`src/rtl/acc_array_sat_if.sv`:
```
// Bundle of config, input-beat and result signals for acc_array_sat.
// The slave modport is the accumulator block; master is its sequencer/producer side.
interface acc_array_sat_if #(
    parameter int unsigned CH        = 4,
    parameter int unsigned IN_BIT    = 16,
    parameter int unsigned ACC_BIT   = 24,
    parameter int unsigned OUT_BIT   = 8,
    parameter int unsigned LEN_BIT   = 8,
    parameter int unsigned SHIFT_BIT = 5
) ();
    logic                     start;
    logic [LEN_BIT-1:0]       len;
    logic [SHIFT_BIT-1:0]     shift;
    logic                     relu_en;
    logic [CH*ACC_BIT-1:0]    bias;
    logic                     in_valid;
    logic                     in_ready;
    logic [CH*IN_BIT-1:0]     in_data;
    logic                     out_valid;
    logic                     out_ready;
    logic [CH*OUT_BIT-1:0]    out_data;
    logic                     busy;
    logic [CH-1:0]            sat_flag;

    modport master (
        output start, len, shift, relu_en, bias, in_valid, in_data, out_ready,
        input  in_ready, out_valid, out_data, busy, sat_flag
    );

    modport slave (
        input  start, len, shift, relu_en, bias, in_valid, in_data, out_ready,
        output in_ready, out_valid, out_data, busy, sat_flag
    );
endinterface

```
`src/rtl/acc_array_sat.sv`:
```
// Multi-channel saturating accumulator: sums CH signed lanes over a window of beats,
// then requantises (shift, optional ReLU, clamp) and hands the result out on valid/ready.
module acc_array_sat #(
    parameter int unsigned CH        = 4,
    parameter int unsigned IN_BIT    = 16,
    parameter int unsigned ACC_BIT   = 24,
    parameter int unsigned OUT_BIT   = 8,
    parameter int unsigned LEN_BIT   = 8,
    parameter int unsigned SHIFT_BIT = 5
) (
    input logic            clk,
    input logic            rst,
    acc_array_sat_if.slave bus
);
    typedef enum logic [1:0] {StIdle, StAcc, StScale, StOut} state_e;

    localparam logic [ACC_BIT-1:0] AccMax = {1'b0, {(ACC_BIT-1){1'b1}}};
    localparam logic [ACC_BIT-1:0] AccMin = {1'b1, {(ACC_BIT-1){1'b0}}};
    localparam logic [OUT_BIT-1:0] OutMax = {1'b0, {(OUT_BIT-1){1'b1}}};
    localparam logic [OUT_BIT-1:0] OutMin = {1'b1, {(OUT_BIT-1){1'b0}}};

    state_e                 state_q, state_d;
    logic [LEN_BIT-1:0]     len_q, len_d, cnt_q, cnt_d;
    logic [SHIFT_BIT-1:0]   shift_q, shift_d;
    logic                   relu_q, relu_d;
    logic [ACC_BIT-1:0]     acc_q [CH];
    logic [ACC_BIT-1:0]     acc_d [CH];
    logic [CH*OUT_BIT-1:0]  out_q, out_d;
    logic [CH-1:0]          sat_q, sat_d;

    logic                   beat, last_beat;
    logic [ACC_BIT-1:0]     acc_add [CH];
    logic [CH-1:0]          acc_ovf, out_clip;
    logic [CH*OUT_BIT-1:0]  quant;

    assign beat      = (state_q == StAcc) && bus.in_valid;
    assign last_beat = beat && (cnt_q == len_q - LEN_BIT'(1));

    for (genvar c = 0; c < CH; c++) begin : g_ch
        logic [IN_BIT-1:0]  lane;
        logic [ACC_BIT:0]   sum;
        logic [ACC_BIT-1:0] shr, t;
        logic               fits;

        // One guard bit: overflow iff the top two bits of the widened sum disagree.
        assign lane = bus.in_data[c*IN_BIT +: IN_BIT];
        assign sum  = {acc_q[c][ACC_BIT-1], acc_q[c]}
                    + {{(ACC_BIT+1-IN_BIT){lane[IN_BIT-1]}}, lane};
        assign acc_ovf[c] = sum[ACC_BIT] != sum[ACC_BIT-1];
        assign acc_add[c] = acc_ovf[c] ? (sum[ACC_BIT] ? AccMin : AccMax) : sum[ACC_BIT-1:0];

        assign shr  = ACC_BIT'($signed(acc_q[c]) >>> shift_q);
        assign t    = (relu_q && shr[ACC_BIT-1]) ? '0 : shr;
        assign fits = (&t[ACC_BIT-1:OUT_BIT-1]) | ~(|t[ACC_BIT-1:OUT_BIT-1]);
        assign out_clip[c] = ~fits;
        assign quant[c*OUT_BIT +: OUT_BIT] = fits ? t[OUT_BIT-1:0]
                                                  : (t[ACC_BIT-1] ? OutMin : OutMax);
    end

    always_ff @(posedge clk) begin
        if (rst) begin
            state_q <= StIdle;
            len_q   <= '0;
            cnt_q   <= '0;
            shift_q <= '0;
            relu_q  <= 1'b0;
            out_q   <= '0;
            sat_q   <= '0;
            for (int c = 0; c < CH; c++) acc_q[c] <= '0;
        end else begin
            state_q <= state_d;
            len_q   <= len_d;
            cnt_q   <= cnt_d;
            shift_q <= shift_d;
            relu_q  <= relu_d;
            out_q   <= out_d;
            sat_q   <= sat_d;
            acc_q   <= acc_d;
        end
    end

    always_comb begin
        state_d = state_q;
        unique case (state_q)
            StIdle:  if (bus.start) state_d = StAcc;
            StAcc:   if (last_beat) state_d = StScale;
            StScale: state_d = StOut;
            StOut:   if (bus.out_ready) state_d = StIdle;
            default: state_d = StIdle;
        endcase
    end

    always_comb begin
        len_d   = len_q;
        cnt_d   = cnt_q;
        shift_d = shift_q;
        relu_d  = relu_q;
        out_d   = out_q;
        sat_d   = sat_q;
        acc_d   = acc_q;
        if (state_q == StIdle && bus.start) begin
            len_d   = (bus.len == '0) ? LEN_BIT'(1) : bus.len;
            shift_d = bus.shift;
            relu_d  = bus.relu_en;
            cnt_d   = '0;
            sat_d   = '0;
            for (int c = 0; c < CH; c++) acc_d[c] = bus.bias[c*ACC_BIT +: ACC_BIT];
        end else if (beat) begin
            cnt_d = cnt_q + LEN_BIT'(1);
            sat_d = sat_q | acc_ovf;
            acc_d = acc_add;
        end else if (state_q == StScale) begin
            out_d = quant;
            sat_d = sat_q | out_clip;
        end
    end

    always_comb begin
        bus.in_ready  = (state_q == StAcc);
        bus.out_valid = (state_q == StOut);
        bus.busy      = (state_q != StIdle);
        bus.out_data  = out_q;
        bus.sat_flag  = sat_q;
    end
endmodule
```
`src/flat_wrapper.sv`:
```
// flat-port wrapper written by rule: the top's interface ports become plain ports
module acc_array_sat_flat 
#(
    parameter int unsigned CH        = 4,
    parameter int unsigned IN_BIT    = 16,
    parameter int unsigned ACC_BIT   = 24,
    parameter int unsigned OUT_BIT   = 8,
    parameter int unsigned LEN_BIT   = 8,
    parameter int unsigned SHIFT_BIT = 5
)
  (clk, rst, bus_start, bus_len, bus_shift, bus_relu_en, bus_bias, bus_in_valid, bus_in_data, bus_out_ready, bus_in_ready, bus_out_valid, bus_out_data, bus_busy, bus_sat_flag);
  acc_array_sat_if #(.CH(CH), .IN_BIT(IN_BIT), .ACC_BIT(ACC_BIT), .OUT_BIT(OUT_BIT), .LEN_BIT(LEN_BIT), .SHIFT_BIT(SHIFT_BIT)) bus_i ();
  input logic clk;
  input logic rst;
  input wire logic [$bits(bus_i.start)-1:0] bus_start;
  input wire logic [$bits(bus_i.len)-1:0] bus_len;
  input wire logic [$bits(bus_i.shift)-1:0] bus_shift;
  input wire logic [$bits(bus_i.relu_en)-1:0] bus_relu_en;
  input wire logic [$bits(bus_i.bias)-1:0] bus_bias;
  input wire logic [$bits(bus_i.in_valid)-1:0] bus_in_valid;
  input wire logic [$bits(bus_i.in_data)-1:0] bus_in_data;
  input wire logic [$bits(bus_i.out_ready)-1:0] bus_out_ready;
  output wire logic [$bits(bus_i.in_ready)-1:0] bus_in_ready;
  output wire logic [$bits(bus_i.out_valid)-1:0] bus_out_valid;
  output wire logic [$bits(bus_i.out_data)-1:0] bus_out_data;
  output wire logic [$bits(bus_i.busy)-1:0] bus_busy;
  output wire logic [$bits(bus_i.sat_flag)-1:0] bus_sat_flag;
  assign bus_i.start = bus_start;
  assign bus_i.len = bus_len;
  assign bus_i.shift = bus_shift;
  assign bus_i.relu_en = bus_relu_en;
  assign bus_i.bias = bus_bias;
  assign bus_i.in_valid = bus_in_valid;
  assign bus_i.in_data = bus_in_data;
  assign bus_i.out_ready = bus_out_ready;
  assign bus_in_ready = bus_i.in_ready;
  assign bus_out_valid = bus_i.out_valid;
  assign bus_out_data = bus_i.out_data;
  assign bus_busy = bus_i.busy;
  assign bus_sat_flag = bus_i.sat_flag;
  acc_array_sat #(.CH(CH), .IN_BIT(IN_BIT), .ACC_BIT(ACC_BIT), .OUT_BIT(OUT_BIT), .LEN_BIT(LEN_BIT), .SHIFT_BIT(SHIFT_BIT)) u_core (.clk(clk), .rst(rst), .bus(bus_i));
endmodule
```
`config.mk`:
```
export PLATFORM = sky130hd
export DESIGN_NAME = acc_array_sat_flat
export DESIGN_NICKNAME = d
export VERILOG_FILES = /design/src/rtl/acc_array_sat_if.sv /design/src/rtl/acc_array_sat.sv /design/src/flat_wrapper.sv
export SDC_FILE = /design/constraint.sdc
export NUM_CORES = 1
export LEC_CHECK = 0
export ABC_AREA = 0
export CORE_ASPECT_RATIO = 0.6
export CORE_MARGIN = 2
export CORE_UTILIZATION = 25
export CTS_BUF_LIST = sky130_fd_sc_hd__clkbuf_2
export DETAILED_ROUTE_END_ITERATION = 10
export PLACE_DENSITY = 0.43
export RECOVER_POWER = 50
export SKIP_CTS_REPAIR_TIMING = 1
export SLEW_MARGIN = 20
export SYNTH_ARGS = -nofsm -noshare
export SYNTH_HDL_FRONTEND = slang
export SYNTH_SLANG_ARGS = --single-unit
```
`constraint.sdc`:
```
create_clock -name clk -period 4.95 [get_ports clk]
set_input_delay 0.7425 -clock clk [delete_from_list [all_inputs] [get_ports clk]]
set_output_delay 0.7425 -clock clk [all_outputs]
set_load 0.05 [all_outputs]
```
==> results.sh <==
export IMPL_status="complete, but fails checks"
export IMPL_violations="max-capacitance violations, max-slew violations"
export IMPL_vias=17500
export IMPL_fp_dieH_um=206
export IMPL_yosysTopAreaCell="dfxtp_1"
export IMPL_htree_levels=4
export IMPL_cts_tree="yes"
export IMPL_totalWireLength_um=69300
export IMPL_path_max_fanout=23
export IMPL_min_path_cells=4
export IMPL_postSynthAreaPerCell_sq_um=8.03
export IMPL_start_util=0.255
export IMPL_async_flop_share=0
export IMPL_hold_ws_ns=0.131
export IMPL_pin_count=218
export IMPL_final_max_slew_viol_count=31
export IMPL_dominantRegCellSynth="dfxtp_1"
export IMPL_crit_slowest_cell="clkbuf_1"
export IMPL_critPathBufInv=1
export IMPL_syn2layout_area_growth_pct=18.9
export IMPL_fin_nets=2542
export IMPL_r2r_cells=12
export IMPL_die_area_sq_um=70200
export IMPL_setup_tns_ns=0
export IMPL_rr_startpoint="u_core.acc_q[72]"
export IMPL_cp_top_family="compound AO/OA/AOI/OAI gates"
export IMPL_grt_pass1_vias=16900
export IMPL_r2r_slack_ns=0.57
export IMPL_synthTopCellsByCount="214 x nand2_1, 173 x a21oi_1, 156 x dfxtp_1"
export IMPL_yosysTopAreaCellShare=0.184
export IMPL_hold_start="rst"
export IMPL_synth_edf_count=0
export IMPL_path_cells="ha_1 > fa_1 > a211oi_1 > o21ai_0 > a21o_1 > a211oi_1 > o21ai_0 > nand2_1 > o21ai_0 > a311oi_2 > clkbuf_1 > a211oi_1"
export IMPL_power_density_nw_per_um2=633
export IMPL_clk_pin_slew_worst_paths_ns=0.30
export IMPL_yosysSeqAreaShare=0.184
export IMPL_ir_worst_vdd_mv=0.218
export IMPL_cap_violations=1
export IMPL_routed_via_density=5.51
export IMPL_fillers=7124
export IMPL_cts_sinks=156
export IMPL_gp_congestion=0.914
export IMPL_hp_class="in -> reg"
export IMPL_ant_nets=0
export IMPL_clockBufferDepth=2
export IMPL_drt_pass1_iter_count=5
export IMPL_synth_area_sq_um=17000
export IMPL_port_buffers=217
export IMPL_gr_total_overflow=0
export IMPL_post_route_util=0.303
export IMPL_rows=73
export IMPL_grt_usage=0.196
export IMPL_finalHoldViolCount=0
export IMPL_relSlewSlack=-0.449
export IMPL_yosys_warnings=0
export IMPL_critPathLaunchType="flop"
export IMPL_power_leakage_nw=7.99
export IMPL_synth_area_leaders="dfxtp_1 18%, ha_1 7.7%, mux4_2 6.9%, mux2i_1 5.7%, a211oi_1 5.5%"
export IMPL_syn_num_nets=2406
export IMPL_fin_crit_ns=4.38
export IMPL_yosysMostFrequentCell="nand2_1"
export IMPL_core_area_sq_um=66800
export IMPL_finalSetupViolCount=0
export IMPL_worst_pin_slew_ns=2.17
export IMPL_grt_max_degree=70
export IMPL_slowest_delay_ns=1.01
export IMPL_dieWidth_um=341
export IMPL_max_freq_mhz=228
export IMPL_worst_skew_pair_late_latency_ns=1.00
export IMPL_setup_worst_path_class="reg -> reg"
export IMPL_dp_hpwl_um=52600
export IMPL_root_buffer="clkbuf_2"
export IMPL_syn_inst=2118
export IMPL_end_kind="flop"
export IMPL_period_share=0.884
export IMPL_rsz0062_at_grt="false"
export IMPL_grt_first_pass_wirelength_um=106000
export IMPL_drc_errors=0
export IMPL_cp_data_required_time_ns=5.73
export IMPL_antenna_found_initial=3
export IMPL_ys_types=105
export IMPL_r2r_end="u_core.acc_q[74]"
export IMPL_worstHoldEndpoint="u_core.len_q[0]"
export IMPL_drtIter0Drc=1374
export IMPL_synth_seq_cells=156
export IMPL_wire_per_inst_um=21.9
export IMPL_skew_ns=0.0832
export IMPL_cts_buffers_inserted=17
export IMPL_drive_gt1_frac=0.0962
export IMPL_crit_arrival_ns=5.16
cell usage in the layout, fill, tap and decap left out, types with 13 or more instances in the layout:
| cell type | n |
|---|---|
| xnor2_1 | 57 |
| a211oi_1 | 125 |
| nor3_1 | 39 |
| inv_1 | 38 |
| o21bai_1 | 13 |
| nand4_1 | 14 |
| nand2_1 | 213 |
| nand2b_1 | 21 |
| nor2_1 | 152 |
| a21o_1 | 55 |
| a21oi_1 | 174 |
| nand3_1 | 53 |
| buf_4 | 50 |
| nor2b_1 | 22 |
| o21ai_0 | 85 |
| o21a_1 | 20 |
| o21ai_1 | 17 |
| dfxtp_1 | 151 |
| o22ai_1 | 102 |
| mux2_2 | 40 |
| mux4_2 | 52 |
| a31oi_1 | 15 |
| mux2i_1 | 97 |
| clkdlybuf4s50_1 | 177 |
| o211ai_1 | 20 |
| xor2_1 | 34 |
| clkbuf_2 | 17 |
| ha_1 | 105 |
| dlygate4sd3_1 | 39 |
| and3_1 | 17 |
area by class of cell:
type | instances | area, sq um | share of cell area
multi-input cells | 1767 | 13000 | 0.642
inverters | 41 | 154 | 0.00762
clock inverters | 15 | 178 | 0.00879
well taps | 900 | 1130 | 0.0557
clock buffers | 17 | 85.1 | 0.00421
flip-flops and latches | 156 | 3140 | 0.155
repair buffers | 271 | 2560 | 0.127
diodes | 1 | 2.50 | 0.000124
kinds of logic after synthesis:
logic type | share of synthesized area
muxes | 0.163
and+or+nand+nor | 0.164
buffers and inverters | 0.0543
adders and majority gates | 0.0820
xor gates and xnor gates | 0.0469
AOI/OAI and AO/OA | 0.306
DFF | 0.184
worst max-delay path by stage:
stage,cells after the start,end,startpoint
CTS,15,u_core.acc_q[0],u_core.acc_q[6]
floorplan,17,u_core.acc_q[10],bus_in_data[54]
global placement,15,u_core.acc_q[22],bus_in_data[54]
global route,12,u_core.acc_q[74],u_core.acc_q[72]
finish,12,u_core.acc_q[74],u_core.acc_q[72]
detailed placement,16,u_core.acc_q[0],bus_in_data[54]
sequential cells by signal, indices dropped and copies added (netlist names):
signal / cells
u_core.acc_q: 96
u_core.bus.out_data: 32
u_core.bus.sat_flag: 4
u_core.cnt_q: 8
u_core.len_q: 8
u_core.relu_q: 1
u_core.shift_q: 5
u_core.state_q: 2
through the flow:
step	power [mW]	instance area, sq um	instances	setup WS (ns)
after floorplan	9.03	17000	2118	0.522
final	12.8	20200	3168	0.573
after global placement	11.9	20000	3135	0.0633
after CTS	12.8	20200	3167	0.710
after detailed placement	11.9	20000	3135	0.0810
after global routing	13.9	20200	3168	0.332
worst register-to-register path: stages (launching register included):
cell and delay, ns:
dfxtp_1 0.40, ha_1 0.24, fa_1 0.44, a211oi_1 0.32, o21ai_0 0.20, a21o_1 0.27, a211oi_1 0.31, o21ai_0 0.22
nand2_1 0.19, o21ai_0 0.12, a311oi_2 0.27, clkbuf_1 1.01, a211oi_1 0.18
power by group:
group	switching, mW	internal, mW	total (mW)
Clock	0.621	0.256	0.877
Combinational	5.52	3.79	9.31
Sequential	0.860	1.73	2.59
per-layer routing:
layer | part of all wire | routed length, um | global-route usage | up-vias
met5 | 0.00019 | 13 | 0 | -
met2 | 0.42 | 29100 | 0.289 | 502
met4 | 0.012 | 818 | 0.0356 | 2
met1 | 0.51 | 35500 | 0.293 | 8496
met3 | 0.056 | 3900 | 0.0383 | 48
li1 | - | - | - | 8412
Power figures use the tool's default switching activity.
==> RTL edit 1 (config.mk and constraints unchanged) <==
`OUT_BIT` is set to 8 in 3 places; all go to 7.
--- a/src/rtl/acc_array_sat_if.sv
+++ b/src/rtl/acc_array_sat_if.sv
@@ -5,5 +5,5 @@
     parameter int unsigned IN_BIT    = 16,
     parameter int unsigned ACC_BIT   = 24,
-    parameter int unsigned OUT_BIT   = 8,
+    parameter int unsigned OUT_BIT   = 7,
     parameter int unsigned LEN_BIT   = 8,
     parameter int unsigned SHIFT_BIT = 5
--- a/src/rtl/acc_array_sat.sv
+++ b/src/rtl/acc_array_sat.sv
@@ -5,5 +5,5 @@
     parameter int unsigned IN_BIT    = 16,
     parameter int unsigned ACC_BIT   = 24,
-    parameter int unsigned OUT_BIT   = 8,
+    parameter int unsigned OUT_BIT   = 7,
     parameter int unsigned LEN_BIT   = 8,
     parameter int unsigned SHIFT_BIT = 5
--- a/src/flat_wrapper.sv
+++ b/src/flat_wrapper.sv
@@ -5,5 +5,5 @@
     parameter int unsigned IN_BIT    = 16,
     parameter int unsigned ACC_BIT   = 24,
-    parameter int unsigned OUT_BIT   = 8,
+    parameter int unsigned OUT_BIT   = 7,
     parameter int unsigned LEN_BIT   = 8,
     parameter int unsigned SHIFT_BIT = 5
Ports: changed (resized bus_out_data); port bits go from 218 to 214. No check against the original RTL was run, so the function may have changed too.
==> RTL edit 1 against the unedited design <==
- the flow still finishes with violations (capacitance limit, slew limit)
- clock skew is 0.017 ns lower
- synthesized area increased by 1.0%
- count of clock-buffer cells in the layout rose by 1
- cell count rose by 3.8%
- setup slack better by 0.034 ns
- clock power down 2%
- cell area rose by 1.9%
- synthesized cell count rose by 4.7%
- sequential cell count down 4
- wire length increased by 3.6%
- total power is 3.5% lower
- die area rose by 1.0%
- first-iteration DRC count rose by 18%
- critical endpoint is now u_core.acc_q[5]
- largest power group unchanged
==> RTL edit 1: results (changes against the unedited design) <==
----------------------------------------------------
[Run status]
  Outcome ... finished with violations
  Failing checks ... capacitance limit, slew limit

[Min path]
  Beginning of the worst hold path ... bus_shift[1]
  Worst hold path depth ... 3 (-1)

[Placement]
  Routability-driven placement congestion ratio ... 0.944 (+3.2%)
  Dpl cell area ... 20400 sq um (+1.9%)
  Number of buffer cells added on primary ports ... 213 (-1.8%)
  HPWL Detailed ... 55400 um (+5.3%)

[Pwr]
  Max rail drop VDD ... 0.000172 V (-21%)
  Static power due to leakage ... 0.00787 uW (-1.5%)

[STA]
  Max-slew violation count ... 28 (-9.7%)
  Clk_skew ... 0.0661 ns (-0.0171 ns)
  Setup slack of the critical path after layout ... 0.607 ns (+0.0340 ns)
  Final hold slack ... 0.247 ns (+0.116 ns)
  Worst relative slew slack ... -23.4% (+21 points)

[Critical path]
  Endpoint arrival time on the critical path ... 5.24 ns (+0.08 ns)
  Max stage delay cell, worst path ... sky130_fd_sc_hd__dfxtp_1
  Cells on worst reg2reg path ... 15 (+3)
  Endpoint of the most critical setup path ... u_core.acc_q[5]
  Startpoint of the worst-slack reg-to-reg timing path ... u_core.acc_q[1]

[Finish]
  Share of final-layout standard cells stronger than drive strength 1 ... 9.60% (-0.016 points)
  Final-layout fill cell count ... 7317 (+2.7%)
  Number of inserted diodes ... 0 (-1)
  Final layout net count ... 2650 (+4.2%)

[Logic synthesis]
  Sequential area share after synthesis ... 17.7% (-0.65 points)
  Most frequent cells after synthesis ... 215 x sky130_fd_sc_hd__nand2_1, 203 x sky130_fd_sc_hd__a21oi_1, 187 x sky130_fd_sc_hd__nor2_1
  Top post-synthesis cells by area ... sky130_fd_sc_hd__dfxtp_1 18%, sky130_fd_sc_hd__ha_1 7.6%, sky130_fd_sc_hd__mux4_2 7.3%
  Number of instances in the synthesized netlist ... 2217 (+4.7%)

[Global routing]
  Vias in the first global route ... 17448 (+3.5%)
  Global-route wire length before repair ... 110000 um (+2.8%)

[Routing]
  Initial DRC count ... 1621 (+18%)
  Total length of routed wires ... 71800 um (+3.6%)

[Clocking]
  Clk pin slew, worst setup/hold paths ... 0.28 ns (-0.02 ns)

[Job]
  Count of max-cap constraint violations ... 1 (unchanged)

----------------------------------------------------
-- RTL edit 1: cell families after synthesis --
kind of cell	synth area share [%]
flops	17.7
compound gates	29.7
mux	16.3
simple gates	18.5
xor+xnor	4.18
buf+inv	5.43
fa+ha+maj	8.17
-- RTL edit 1: power breakdown --
part	leakage [uW]	internal (uW)	switching, uW
sequential	0.00126	1660	851
clock	0.000152	253	606
combinational	0.00646	3630	5340
total	0.00787	5540	6790
-- RTL edit 1: final cells by class --
cell class                      count  area, sq um  area share (%)
Inverter                           48          180           0.875
Timing Repair Buffer              288         2730            13.3
Clock buffer                       18         90.1           0.438
Tap cell                          912         1140            5.54
Clock inverter                     14          166           0.809
Sequential cell                   152         3060            14.9
Multi-Input combinational cell   1855        13200            64.2
-- RTL edit 1: layer usage --
metal	vias up	share of wire, %	GRT usage, %
met4	4	0.75	2.81
met1	8831	54	31.8
met2	596	39	26.8
met3	46	6.7	4.15
li1	8751	-	-
met5	-	0.038	0
==> RTL edit 2 (same flow settings) <==
Without the edit above. Take the reset off `shift_q` and load it in a clocked block of its own.
--- a/src/rtl/acc_array_sat.sv
+++ b/src/rtl/acc_array_sat.sv
@@ -63,5 +63,4 @@
             len_q   <= '0;
             cnt_q   <= '0;
-            shift_q <= '0;
             relu_q  <= 1'b0;
             out_q   <= '0;
@@ -72,5 +71,4 @@
             len_q   <= len_d;
             cnt_q   <= cnt_d;
-            shift_q <= shift_d;
             relu_q  <= relu_d;
             out_q   <= out_d;
@@ -78,4 +76,8 @@
             acc_q   <= acc_d;
         end
+    end
+
+    always_ff @(posedge clk) begin
+        shift_q <= shift_d;
     end
 
Formal check against the unedited RTL: no difference found for any inputs over 4 cycles, from zero or initial values and one cycle with rst high; that may be too few to reach the edited logic, so the function may still have changed.
==> RTL edit 2 against the unedited design <==
- the flow still finishes with violations (capacitance limit, slew limit)
- via count up 1.4%
- cell area grew 0.43%
- total power shrank 3.5%
- synthesized area increased by 1.2%
- global-route usage is 0.44 points lower
- setup slack better by 0.28 ns
- wire length hardly changed
- sequential cell count unchanged
- fmax grew 6.8%
- critical path depth rose by 3
- critical path type unchanged
- highest routed layer unchanged
==> RTL edit 2: results (changes against the unedited design) <==
----------------------------------------------------
[Global routing]
  Vias in the first global route ... 16644 (-1.3%)
  Initial antenna violation count ... 8 (+5)
  Maximum number of pins on one net before global-route repair ... 103 (+47%)

[Critical path]
  Largest incremental delay on the critical path ... 0.52 ns (-0.49 ns)
  Cells on worst reg2reg path ... 15 (+3)
  Critical register-to-register path endpoint ... u_core.acc_q[5]
  CP Max Fanout ... 17 (-26%)
  Worst reg-to-reg setup slack ... 0.85 ns (+0.28 ns)
  Startpoint of the worst-slack reg-to-reg timing path ... u_core.acc_q[8]
  Endpoint arrival time on the critical path ... 4.90 ns (-0.26 ns)

[Logic synthesis]
  EDFF count, synth ... 5 (+5)
  Most frequent cells after synthesis ... 234 x sky130_fd_sc_hd__nand2_1, 169 x sky130_fd_sc_hd__a21oi_1, 151 x sky130_fd_sc_hd__dfxtp_1
  Area share of the leading cell type in the synthesized netlist ... 17.6% (-0.79 points)
  Number of instances in the synthesized netlist ... 2120 (+0.094%)
  Sequential area share after synthesis ... 18.5% (+0.081 points)
  Post-Synthesis Net Count ... 2408 (+0.083%)
  Top post-synthesis cells by area ... sky130_fd_sc_hd__dfxtp_1 18%, sky130_fd_sc_hd__ha_1 7.6%, sky130_fd_sc_hd__mux4_2 7.1%

[Routing]
  Initial DRC count ... 1609 (+17%)
  First-pass DRT Iterations ... 7 (+2)
  Average wire per cell in the routed design ... 21.8 um (-0.43%)

[Run status]
  Failing checks ... capacitance limit, slew limit
  Outcome ... finished with violations

[Job]
  Count of max-cap constraint violations ... 1 (unchanged)

[Min path]
  Beginning of the worst hold path ... bus_relu_en
  Worst hold path depth ... 3 (-1)
  Hold Crit Endpoint ... u_core.relu_q

[Pwr]
  Reported net switching power ... 6770 uW (-3.4%)
  Max rail drop VDD ... 0.000235 V (+7.8%)

[Finish]
  Share of final-layout standard cells stronger than drive strength 1 ... 10.3% (+0.68 points)
  Final layout net count ... 2537 (-0.20%)
  Number of standard cells in the final layout excluding fillers ... 3180 (+0.38%)

[Placement]
  Post-Place Setup Slack ... 0.128 ns (+0.0472 ns)
  Routability-driven placement congestion ratio ... 0.908 (-0.71%)

[STA]
  Final hold slack ... 0.271 ns (+0.139 ns)
  Max-slew violation count ... 57 (+84%)

[Clocking]
  Clk pin slew, worst setup/hold paths ... 0.35 ns (+0.05 ns)

----------------------------------------------------
## RTL edit 2: metrics by stage
step           power (uW)  util, %
6_report            12300     29.8
5_1_grt             13300     29.8
3_3_place_gp        11400     29.5
2_1_floorplan        8740        -
4_1_cts             12300     29.8
3_5_place_dp        11500     29.5
## RTL edit 2: cells by family (layout without fill, tap and decap cells)
group	count (synthesis)	in the layout	synth area share, %
AOI/OAI and AO/OA	741	741	28.8
and+or+nand+nor	629	629	17.2
buffers and inverters	204	346	6.22
muxes	192	192	16.7
DFF	156	156	18.5
adders and majority gates	109	109	8.11
xor gates and xnor gates	89	89	4.53
other	0	6	0
## RTL edit 2: metal layers
metal	part of all wire [%]	up-vias	GRT usage [%]
met5	0.043	-	0
met4	0.88	4	2.86
met3	7.1	43	3.99
met2	39	579	25.8
met1	53	8662	30.8
li1	-	8414	-
## RTL edit 2: cell type report
type / count / area (sq um)
clock buffers: 17 / 85.1
diodes: 6 / 15.0
clock inverters: 15 / 159
flip-flops and latches: 156 / 3170
well taps: 912 / 1140
multi-input cells: 1760 / 13000
inverters: 48 / 180
fillers: 7258 / 47800
repair buffers: 266 / 2570
## RTL edit 2: power groups by stage
stage | sequential (uW) | combinational, uW | clock [uW]
after floorplan | 2570 | 6170 | 0
after global placement | 2590 | 8850 | 0
after detailed placement | 2600 | 8860 | 0
after CTS | 2570 | 8920 | 858
after global routing | 2660 | 9760 | 895
final | 2570 | 8930 | 822
## RTL edit 2: worst max-delay path by stage
stage	startpoint	to	slack, ns	depth (start not counted)
floorplan	bus_in_data[54]	u_core.acc_q[11]	0.84	14
global route	u_core.acc_q[5]	u_core.acc_q[2]	0.56	15
global placement	bus_in_data[49]	u_core.acc_q[21]	0.19	16
finish	u_core.acc_q[8]	u_core.acc_q[5]	0.85	15
CTS	u_core.acc_q[5]	u_core.acc_q[5]	0.86	16
detailed placement	bus_in_data[49]	u_core.acc_q[21]	0.13	15
## RTL edit 2: worst min-delay path: cells and delay by family
family                 cells  cell delay, ns
AOI/OAI and AO/OA          1            0.05
buffers and inverters      1            0.41
and+or+nand+nor            1            0.07
